===== config.mk =====
export PLATFORM = sky130hd
export DESIGN_NAME = ewb_mem_arbiter
export DESIGN_NICKNAME = d
export VERILOG_FILES = /design/src/rtl/ewb_mem_arbiter.sv
export SDC_FILE = /design/constraint.sdc
export NUM_CORES = 1
export LEC_CHECK = 0
export BUFFER_PORTS_ARGS = -buffer_cell sky130_fd_sc_hd__buf_4
export CAP_MARGIN = 15
export CORE_AREA = 2 2 446 448
export CTS_CLUSTER_SIZE = 14
export DETAILED_ROUTE_END_ITERATION = 6
export DIE_AREA = 0 0 448 450
export PLACE_DENSITY = 0.3
export SYNTH_ARGS = -nofsm -noshare
export SYNTH_HDL_FRONTEND = slang
export SYNTH_SLANG_ARGS = --single-unit

===== constraint.sdc =====
create_clock -name clk -period 2.9 [get_ports clk]
set_clock_uncertainty 0.05 [all_clocks]
set_input_delay 0.435 -clock clk [delete_from_list [all_inputs] [get_ports clk]]
set_output_delay 0.435 -clock clk [all_outputs]
set_load 0.005 [all_outputs]

===== src/rtl/ewb_mem_arbiter.sv =====
// ewb_mem_arbiter: shares one physical-memory port between L2 line-fill reads and EWB drain writes.
// Ports:
//   clk, rst_n                     clock, asynchronous active-low reset
//   cache_read_i/cache_addr_i      fill request (held until cache_resp_o) and line address
//   cache_rdata_o/cache_resp_o     fill data (pass-through) and one-cycle done pulse
//   ewb_empty_i/ewb_full_i         EWB occupancy flags
//   ewb_addr_i/ewb_data_i          EWB head entry
//   ewb_yumi_o                     dequeue pulse on write completion
//   ewb_draining_o                 high while the head line is being written
//   pmem_*                         physical-memory command/response port
module ewb_mem_arbiter #(
  parameter int WIDTH = 256,
  parameter int IDLE_THRESH = 4,
  parameter int MAX_READ_STREAK = 4
) (
  input  logic             clk,
  input  logic             rst_n,
  input  logic             cache_read_i,
  input  logic [31:0]      cache_addr_i,
  output logic [WIDTH-1:0] cache_rdata_o,
  output logic             cache_resp_o,
  input  logic             ewb_empty_i,
  input  logic             ewb_full_i,
  input  logic [31:0]      ewb_addr_i,
  input  logic [WIDTH-1:0] ewb_data_i,
  output logic             ewb_yumi_o,
  output logic             ewb_draining_o,
  output logic             pmem_read_o,
  output logic             pmem_write_o,
  output logic [31:0]      pmem_address_o,
  output logic [WIDTH-1:0] pmem_wdata_o,
  input  logic [WIDTH-1:0] pmem_rdata_i,
  input  logic             pmem_resp_i
);
  localparam int IW = $clog2(IDLE_THRESH + 1);
  localparam int SW = $clog2(MAX_READ_STREAK + 1);
  typedef enum logic [1:0] {IDLE, READ, WRITE} state_t;
  state_t r_state, w_next;
  logic [IW-1:0] r_idle_cnt, w_idle_nxt;
  logic [SW-1:0] r_streak_cnt, w_streak_nxt;
  logic [31:0] r_addr_q;
  logic w_idle, w_ne, w_force, w_grant_w, w_grant_r;
  // Forced drains beat fills: full EWB, fill starvation of the EWB, or a fill to the head line
  // (the fill must see the evicted data in memory, so the write goes first).
  assign w_idle = r_state == IDLE;
  assign w_ne = !ewb_empty_i;
  assign w_force = w_ne && (ewb_full_i || r_streak_cnt == SW'(MAX_READ_STREAK) ||
                   (cache_read_i && cache_addr_i[31:5] == ewb_addr_i[31:5]));
  assign w_grant_w = w_idle && (w_force || (!cache_read_i && w_ne && r_idle_cnt >= IW'(IDLE_THRESH)));
  assign w_grant_r = w_idle && !w_force && cache_read_i;
  always_comb begin
    w_next = w_idle ? (w_grant_w ? WRITE : w_grant_r ? READ : IDLE) : (pmem_resp_i ? IDLE : r_state);
    w_idle_nxt = !w_idle ? r_idle_cnt :
                 (w_grant_w || w_grant_r || cache_read_i || !w_ne) ? '0 :
                 (r_idle_cnt == IW'(IDLE_THRESH)) ? r_idle_cnt : r_idle_cnt + IW'(1);
    w_streak_nxt = !w_idle ? r_streak_cnt :
                   (w_grant_w || !w_ne) ? '0 :
                   (w_grant_r && r_streak_cnt != SW'(MAX_READ_STREAK)) ? r_streak_cnt + SW'(1) : r_streak_cnt;
  end
  always_ff @(posedge clk or negedge rst_n) begin
    if (!rst_n) begin
      r_state <= IDLE;
      r_idle_cnt <= '0;
      r_streak_cnt <= '0;
      r_addr_q <= '0;
    end else begin
      r_state <= w_next;
      r_idle_cnt <= w_idle_nxt;
      r_streak_cnt <= w_streak_nxt;
      if (w_grant_r) r_addr_q <= cache_addr_i;
    end
  end
  // Write address/data come straight from the EWB head, which only yumi can change.
  assign pmem_read_o = r_state == READ;
  assign pmem_write_o = r_state == WRITE;
  assign pmem_address_o = pmem_read_o ? r_addr_q : pmem_write_o ? ewb_addr_i : '0;
  assign pmem_wdata_o = ewb_data_i;
  assign cache_rdata_o = pmem_rdata_i;
  assign cache_resp_o = pmem_read_o && pmem_resp_i;
  assign ewb_yumi_o = pmem_write_o && pmem_resp_i;
  assign ewb_draining_o = pmem_write_o;
endmodule

==> run_results.csv, run 1 <==
group,metric,value,unit
status,outcome,"complete, no violations",
clocking,cts_resized,0,
global_route,grt_antenna_before_repair,5,
critical_path,end_kind,"register",
critical_path,worstPathRequired,3060,ps
die,start_util,3.16,%
clocking,postCtsSetupRepairBufs,0,
critical_path,crit_type,"input pin to register",
sta,hold_viol_final,0,
clocking,clockBufferDepth,2,
sta,fin_crit_sh,96.6,%
sta,hold_ws,55.0,ps
clocking,cts_root_buf,"clkbuf_16",
sta,rsz0062_at_grt,"false",
clocking,cts_tree,"built",
yosys,syn_nets,1299,
yosys,yosys_warnings,0,
layout,final_cell_count_no_fill,2966,
global_route,grtUsageMet3,18.9,%
pwr,switchingPower,956,uW
layout,final_nets,910,
pwr,powerDensity,396,mW/mm^2
die,rows,163,
critical_path,rr_startpoint,"r_state[1]$_DFFE_PN0P_",
yosys,synth_area_leaders,"buf_4, dfrtp_1, a22o_1",
yosys,yosysUniqueCellTypes,30,
global_route,grt_usage,11.1,%
place,place_inst,2957,
place,hpwlAfterDp,111,mm
pwr,ir_worst_vdd,219,uV
yosys,avgSynthCellArea,8.73,um^2
pwr,p_seq_share,32.3,%
sta,period_minus_slack,2800,ps
min_path,hold_class,"input pin to async pin",
global_route,grt.busiest_layer,"met2",
place,port_buffers,106,
drt,dr.first_iter.drc_count,159,
die,die_x,448,um
drt,vias,3401,
critical_path,timing.rr.end,"r_streak_cnt[2]$_DFFE_PN0P_",
drt,drt-vias-per-instance,1.15,
sta,max_freq,357,MHz
drt,routed_wl,117,mm
clocking,insertion_delay,350,ps
die,dieArea,0.202,mm^2
yosys,ys_ff_latch,40,
clocking,cts_htree_levels,2,
global_route,grt_remaining_overflow,0,
critical_path,rrSetupSlack,900,ps
global_route,met2_usage,19.2,%
clocking,numCtsBuffers,5,
drt,drc_errors,0,
critical_path,crit_fanout,11,
yosys,synth_largest_area_cell,"buf_4",
clocking,ctsHoldBuffers,0,
yosys,syn-cell-area,0.00622,mm^2
sta,worst_slack,98.7,ps
global_route,grt_use_met1,3.09,%
sta,slew_headroom,49.2,%
critical_path,start_kind,"input pin",
global_route,grt_pass1_wl,125,mm
pwr,share_comb_of_total_power,39.1,%
pwr,p_clk_share,28.5,%
critical_path,crit_arrival,2960,ps
die,core_area,0.197,mm^2
sta,worst_pin_slew,762,ps
layout,area_growth_syn_to_layout,8.97,%
pwr,sw_frac_of_total,35.6,%
drt,drt_pass1_iterations,4,
drt,ant_nets,0,
layout,fin_util,3.45,%
yosys,yosysSeqAreaShare,16.1,%
place,place_congestion,0.803,
sta,setup_violations,0,
clocking,path_clk_slew,100,ps
job,maxCapViolations,0,
global_route,grt_start_max_net_pins,41,
sta,maxSlewViolCount,0,
yosys,yosys.area.top_type_share,62.0,%
clocking,cts_num_sinks,40,
critical_path,reg2reg_depth,6,
pwr,p_int,1730,uW
yosys,synth_cells,713,
die,dieHeight,450,um
die,design.portCount,1131,
drt,wl_per_cell,39.4,um
layout,drive_gt1_share,53.5,%
pwr,leakage,0.00168,uW
global_route,grt_pass1_vias,3548,
place,place_ws,-313,ps
-- flip-flops by register name, summed over array words and instances (netlist names) --
register / count
r_addr_q: 32
r_idle_cnt: 3
r_state: 2
r_streak_cnt: 3
-- kinds of logic after synthesis --
logic type                 count (synthesis)  synth area share, %
AOI/OAI and AO/OA                         52                 6.78
xor gates and xnor gates                  27                 3.80
adders and majority gates                  4                0.804
buffers and inverters                    531                 63.6
DFF                                       40                 16.1
muxes                                     32                 6.33
and+or+nand+nor                           27                 2.63
-- cell usage after synthesis, drive strengths merged --
| library cell | instances |
|---|---|
| buf | 516 |
| dfrtp | 40 |
| a22o | 32 |
| mux2 | 32 |
| xnor2 | 27 |
| inv | 8 |
| nand4 | 8 |
| clkbuf | 7 |
| nand2 | 6 |
| a21oi | 5 |
| ha | 4 |
| nor3 | 4 |
| a2111oi | 3 |
| a31oi | 3 |
| nor2 | 3 |
| o22ai | 3 |
| nor4 | 2 |
| o21ai | 2 |
| a211oi | 1 |
| a31o | 1 |
| a32o | 1 |
| and2 | 1 |
| nand3 | 1 |
| nor2b | 1 |
| o211ai | 1 |
| or2 | 1 |
-- worst max-delay path by stage --
stage	slack (ps)	cells past startpoint	endpoint	from
finish	100	9	r_addr_q[14]$_DFFE_PN0P_	ewb_addr_i[19]
global route	130	9	r_addr_q[15]$_DFFE_PN0P_	ewb_addr_i[19]
CTS	50	9	r_addr_q[14]$_DFFE_PN0P_	ewb_addr_i[19]
detailed placement	-310	9	r_addr_q[14]$_DFFE_PN0P_	ewb_addr_i[19]
global placement	-330	9	r_addr_q[14]$_DFFE_PN0P_	ewb_addr_i[25]
floorplan	910	7	r_addr_q[23]$_DFFE_PN0P_	ewb_addr_i[25]
-- critical path, stage by stage --
cell     delay, ps
buf_4          120
xnor2_1        600
nand4_1        400
buf_4          260
nor4_4         250
buf_4          150
a31o_4         180
buf_12         170
mux2_2         350
-- routing by layer --
| layer | share of wire [%] | up-vias |
|---|---|---|
| met5 | 0.48 | - |
| met4 | 4.3 | 8 |
| met3 | 36 | 131 |
| met2 | 49 | 905 |
| li1 | - | 994 |
| met1 | 9.7 | 1363 |
-- final cells by class --
class                      instances  area [um^2]
timing repair buffer             127          991
multi-input combinational        142         1280
sequential                        40         1000
tap                             2640         3300
fill                           23500       190000
clock inverter                     3         46.3
inverter                           8         30.0
antenna                            1         2.50
clock buffer                       5          125
-- placed cells by master (no fill, tap or decap), drive strengths merged, types with 2 or more instances in the layout --
master / n
a2111oi: 3
a21oi: 5
a22o: 32
a31oi: 3
buf: 127
clkbuf: 5
dfrtp: 40
ha: 4
inv: 9
mux2: 32
nand2: 6
nand4: 8
nor2: 3
nor3: 4
nor4: 2
o21ai: 2
o22ai: 3
xnor2: 27
-- power by group through the flow --
stage          clock, uW  sequential (uW)  combinational, uW
2_1_floorplan          0              823               1090
3_3_place_gp           0              880               1080
3_5_place_dp           0              878               1080
4_1_cts              848              867               1080
5_1_grt              843              890               1130
6_report             766              868               1050
-- stage by stage --
step | TNS (ps) | instance area [um^2] | power, uW
after floorplan | 0 | 6220 | 1910
after global placement | -9900 | 6610 | 1960
after detailed placement | -9050 | 6610 | 1960
after CTS | 0 | 6780 | 2800
after global routing | 0 | 6780 | 2860
final | 0 | 6780 | 2680
(Power assumes the default switching activity.)
==> inputs of run 2 (changes only) <==
CORE_AREA = 10 10 429 431   (was 2 2 446 448)
DIE_AREA = 0 0 439 441   (was 0 0 448 450)
==> run_results.csv, run 2 (synthesis results as in run 1) <==
group,metric,value,unit
status,outcome,"complete, no violations",
drt,wl_per_cell,41.1,um
global_route,grt_pass1_vias,3421,
place,port_buffers,106,
layout,antenna_cells,0,
critical_path,worstPathRequired,3060,ps
global_route,grt_start_max_net_pins,41,
clocking,cts_htree_levels,2,
drt,dr.first_iter.drc_count,127,
pwr,p_seq_share,32.8,%
place,hpwlAfterDp,105,mm
critical_path,crit_type,"input pin to register",
job,maxCapViolations,0,
sta,timing.setup.tns,0,ps
layout,final_nets,905,
pwr,share_comb_of_total_power,39.8,%
layout,regMostFlops,"r_addr_q",
sta,hold_viol_final,0,
clocking,ctsHoldBuffers,0,
layout,num-fill-cells,21000,
layout,area_growth_syn_to_layout,1.97,%
sta,slew_headroom,49.7,%
clocking,numCtsBuffers,5,
layout,final_cell_mix,"buf_4, dfrtp_1, a22o_1, xnor2_1, mux2_2",
die,die_x,439,um
die,dieHeight,441,um
sta,maxSlewViolCount,0,
sta,hold_ws,96.3,ps
critical_path,cp_top_family,"simple AND/OR/NAND/NOR gates",
sta,period_minus_slack,2520,ps
layout,largest_register_ffs,32,
critical_path,start_kind,"input pin",
sta,worst_slack,384,ps
critical_path,crit_fanout,17,
critical_path,rr_startpoint,"r_state[1]$_DFFE_PN0P_",
global_route,grt_usage,10.6,%
pwr,ir_worst_vdd,179,uV
critical_path,end_kind,"register",
clocking,postCtsSetupRepairBufs,0,
layout,layout_commonest_cell,"buf_4",
critical_path,crit_arrival,2670,ps
sta,setup_violations,0,
pwr,p_int,1720,uW
critical_path,reg2reg_depth,6,
die,start_util,3.55,%
pwr,p_clk_share,27.4,%
clocking,cts_num_sinks,40,
sta,rsz0062_at_grt,"false",
critical_path,cp.depth,8,
layout,final_cell_count_no_fill,2660,
clocking,cts_tree,"built",
drt,ant_nets,0,
clocking,cts_resized,0,
critical_path,cp_slowest_cell,"nor4_4",
die,dieArea,0.194,mm^2
clocking,cts_root_buf,"clkbuf_16",
global_route,grt_antenna_before_repair,8,
die,design.portCount,1131,
critical_path,rrSetupSlack,860,ps
global_route,grt_remaining_overflow,0,
place,place_inst,2652,
clocking,insertion_delay,320,ps
place,place_ws,-144,ps
drt,vias,3167,
critical_path,critPathBufInv,3,
pwr,leakage,0.00165,uW
critical_path,critPathMostFrequentCell,"buf_4",
clocking,path_clk_slew,70,ps
clocking,clockBufferDepth,2,
layout,drive_gt1_share,52.5,%
critical_path,max_stage_delay,490,ps
min_path,hold_class,"input pin to async pin",
drt,drt-vias-per-instance,1.19,
sta,worst_pin_slew,754,ps
sta,max_freq,398,MHz
sta,fin_crit_sh,86.7,%
place,place_congestion,0.769,
pwr,sw_frac_of_total,34.7,%
layout,reg_top3,"r_addr_q (32), r_idle_cnt (3), r_streak_cnt (3)",
pwr,powerDensity,414,mW/mm^2
pwr,switchingPower,912,uW
drt,routed_wl,109,mm
pwr,power,2630,uW
critical_path,crit_path_start,"ewb_addr_i[20]",
drt,drt_pass1_iterations,4,
critical_path,endpoint,"r_addr_q[13]$_DFFE_PN0P_",
die,rows,154,
drt,drc_errors,0,
global_route,grt_pass1_wl,116,mm
critical_path,timing.rr.end,"r_streak_cnt[2]$_DFFE_PN0P_",
die,core_area,0.175,mm^2
critical_path,crit_chain,"buf_4 -> xnor2_1 -> buf_4 -> nand4_1 -> nor4_4 -> a31o_4 -> buf_12 -> mux2_2",
[run 2: cell types whose count changed in the layout (fill, tap and decap cells not counted), sizes merged]
cell      previous run  this run
clkbuf               5         6
clkinv               0         1
buf                127       122
inv                  9         8
diode                1         0
clkinvlp             1         0
[run 2: layout make-up]
| class | instances | area [um^2] | share of cell area, % |
|---|---|---|---|
| Clock buffer | 6 | 129 | 2.03 |
| Clock inverter | 2 | 35.0 | 0.552 |
| Inverter | 8 | 30.0 | 0.473 |
| Multi-Input combinational cell | 142 | 1280 | 20.2 |
| Sequential cell | 40 | 1000 | 15.8 |
| Tap cell | 2340 | 2930 | 46.1 |
| Timing Repair Buffer | 122 | 941 | 14.8 |
[run 2: per-layer routing]
metal / GRT usage [%] / part of all wire [%]
met1: 3.08 / 9.9
met3: 19.6 / 38
met5: 0.298 / 0.094
met4: 2.33 / 2.3
met2: 18.4 / 49
[run 2: worst min-delay path by stage]
stage | end | slack (ps) | depth (start not counted)
3_3_place_gp | r_addr_q[16]$_DFFE_PN0P_ | 440 | 1
6_report | r_addr_q[14]$_DFFE_PN0P_ | 100 | 1
4_1_cts | r_addr_q[14]$_DFFE_PN0P_ | 110 | 1
3_5_place_dp | r_addr_q[22]$_DFFE_PN0P_ | 450 | 1
2_1_floorplan | r_addr_q[0]$_DFFE_PN0P_ | 90 | 0
5_1_grt | r_addr_q[14]$_DFFE_PN0P_ | 130 | 1
[run 2: power by group through the flow]
| stage | clock network (uW) | logic, uW | registers [uW] |
|---|---|---|---|
| 5_1_grt | 793 | 1140 | 886 |
| 6_report | 721 | 1050 | 863 |
| 3_5_place_dp | 0 | 1090 | 875 |
| 4_1_cts | 790 | 1100 | 864 |
| 2_1_floorplan | 0 | 1090 | 823 |
| 3_3_place_gp | 0 | 1090 | 881 |
[run 2: per-stage QoR]
stage	instance area, um^2	util (%)
after CTS	6340	3.62
final	6340	3.62
after detailed placement	6180	3.53
after global placement	6180	3.53
after global routing	6340	3.62
after floorplan	6220	-
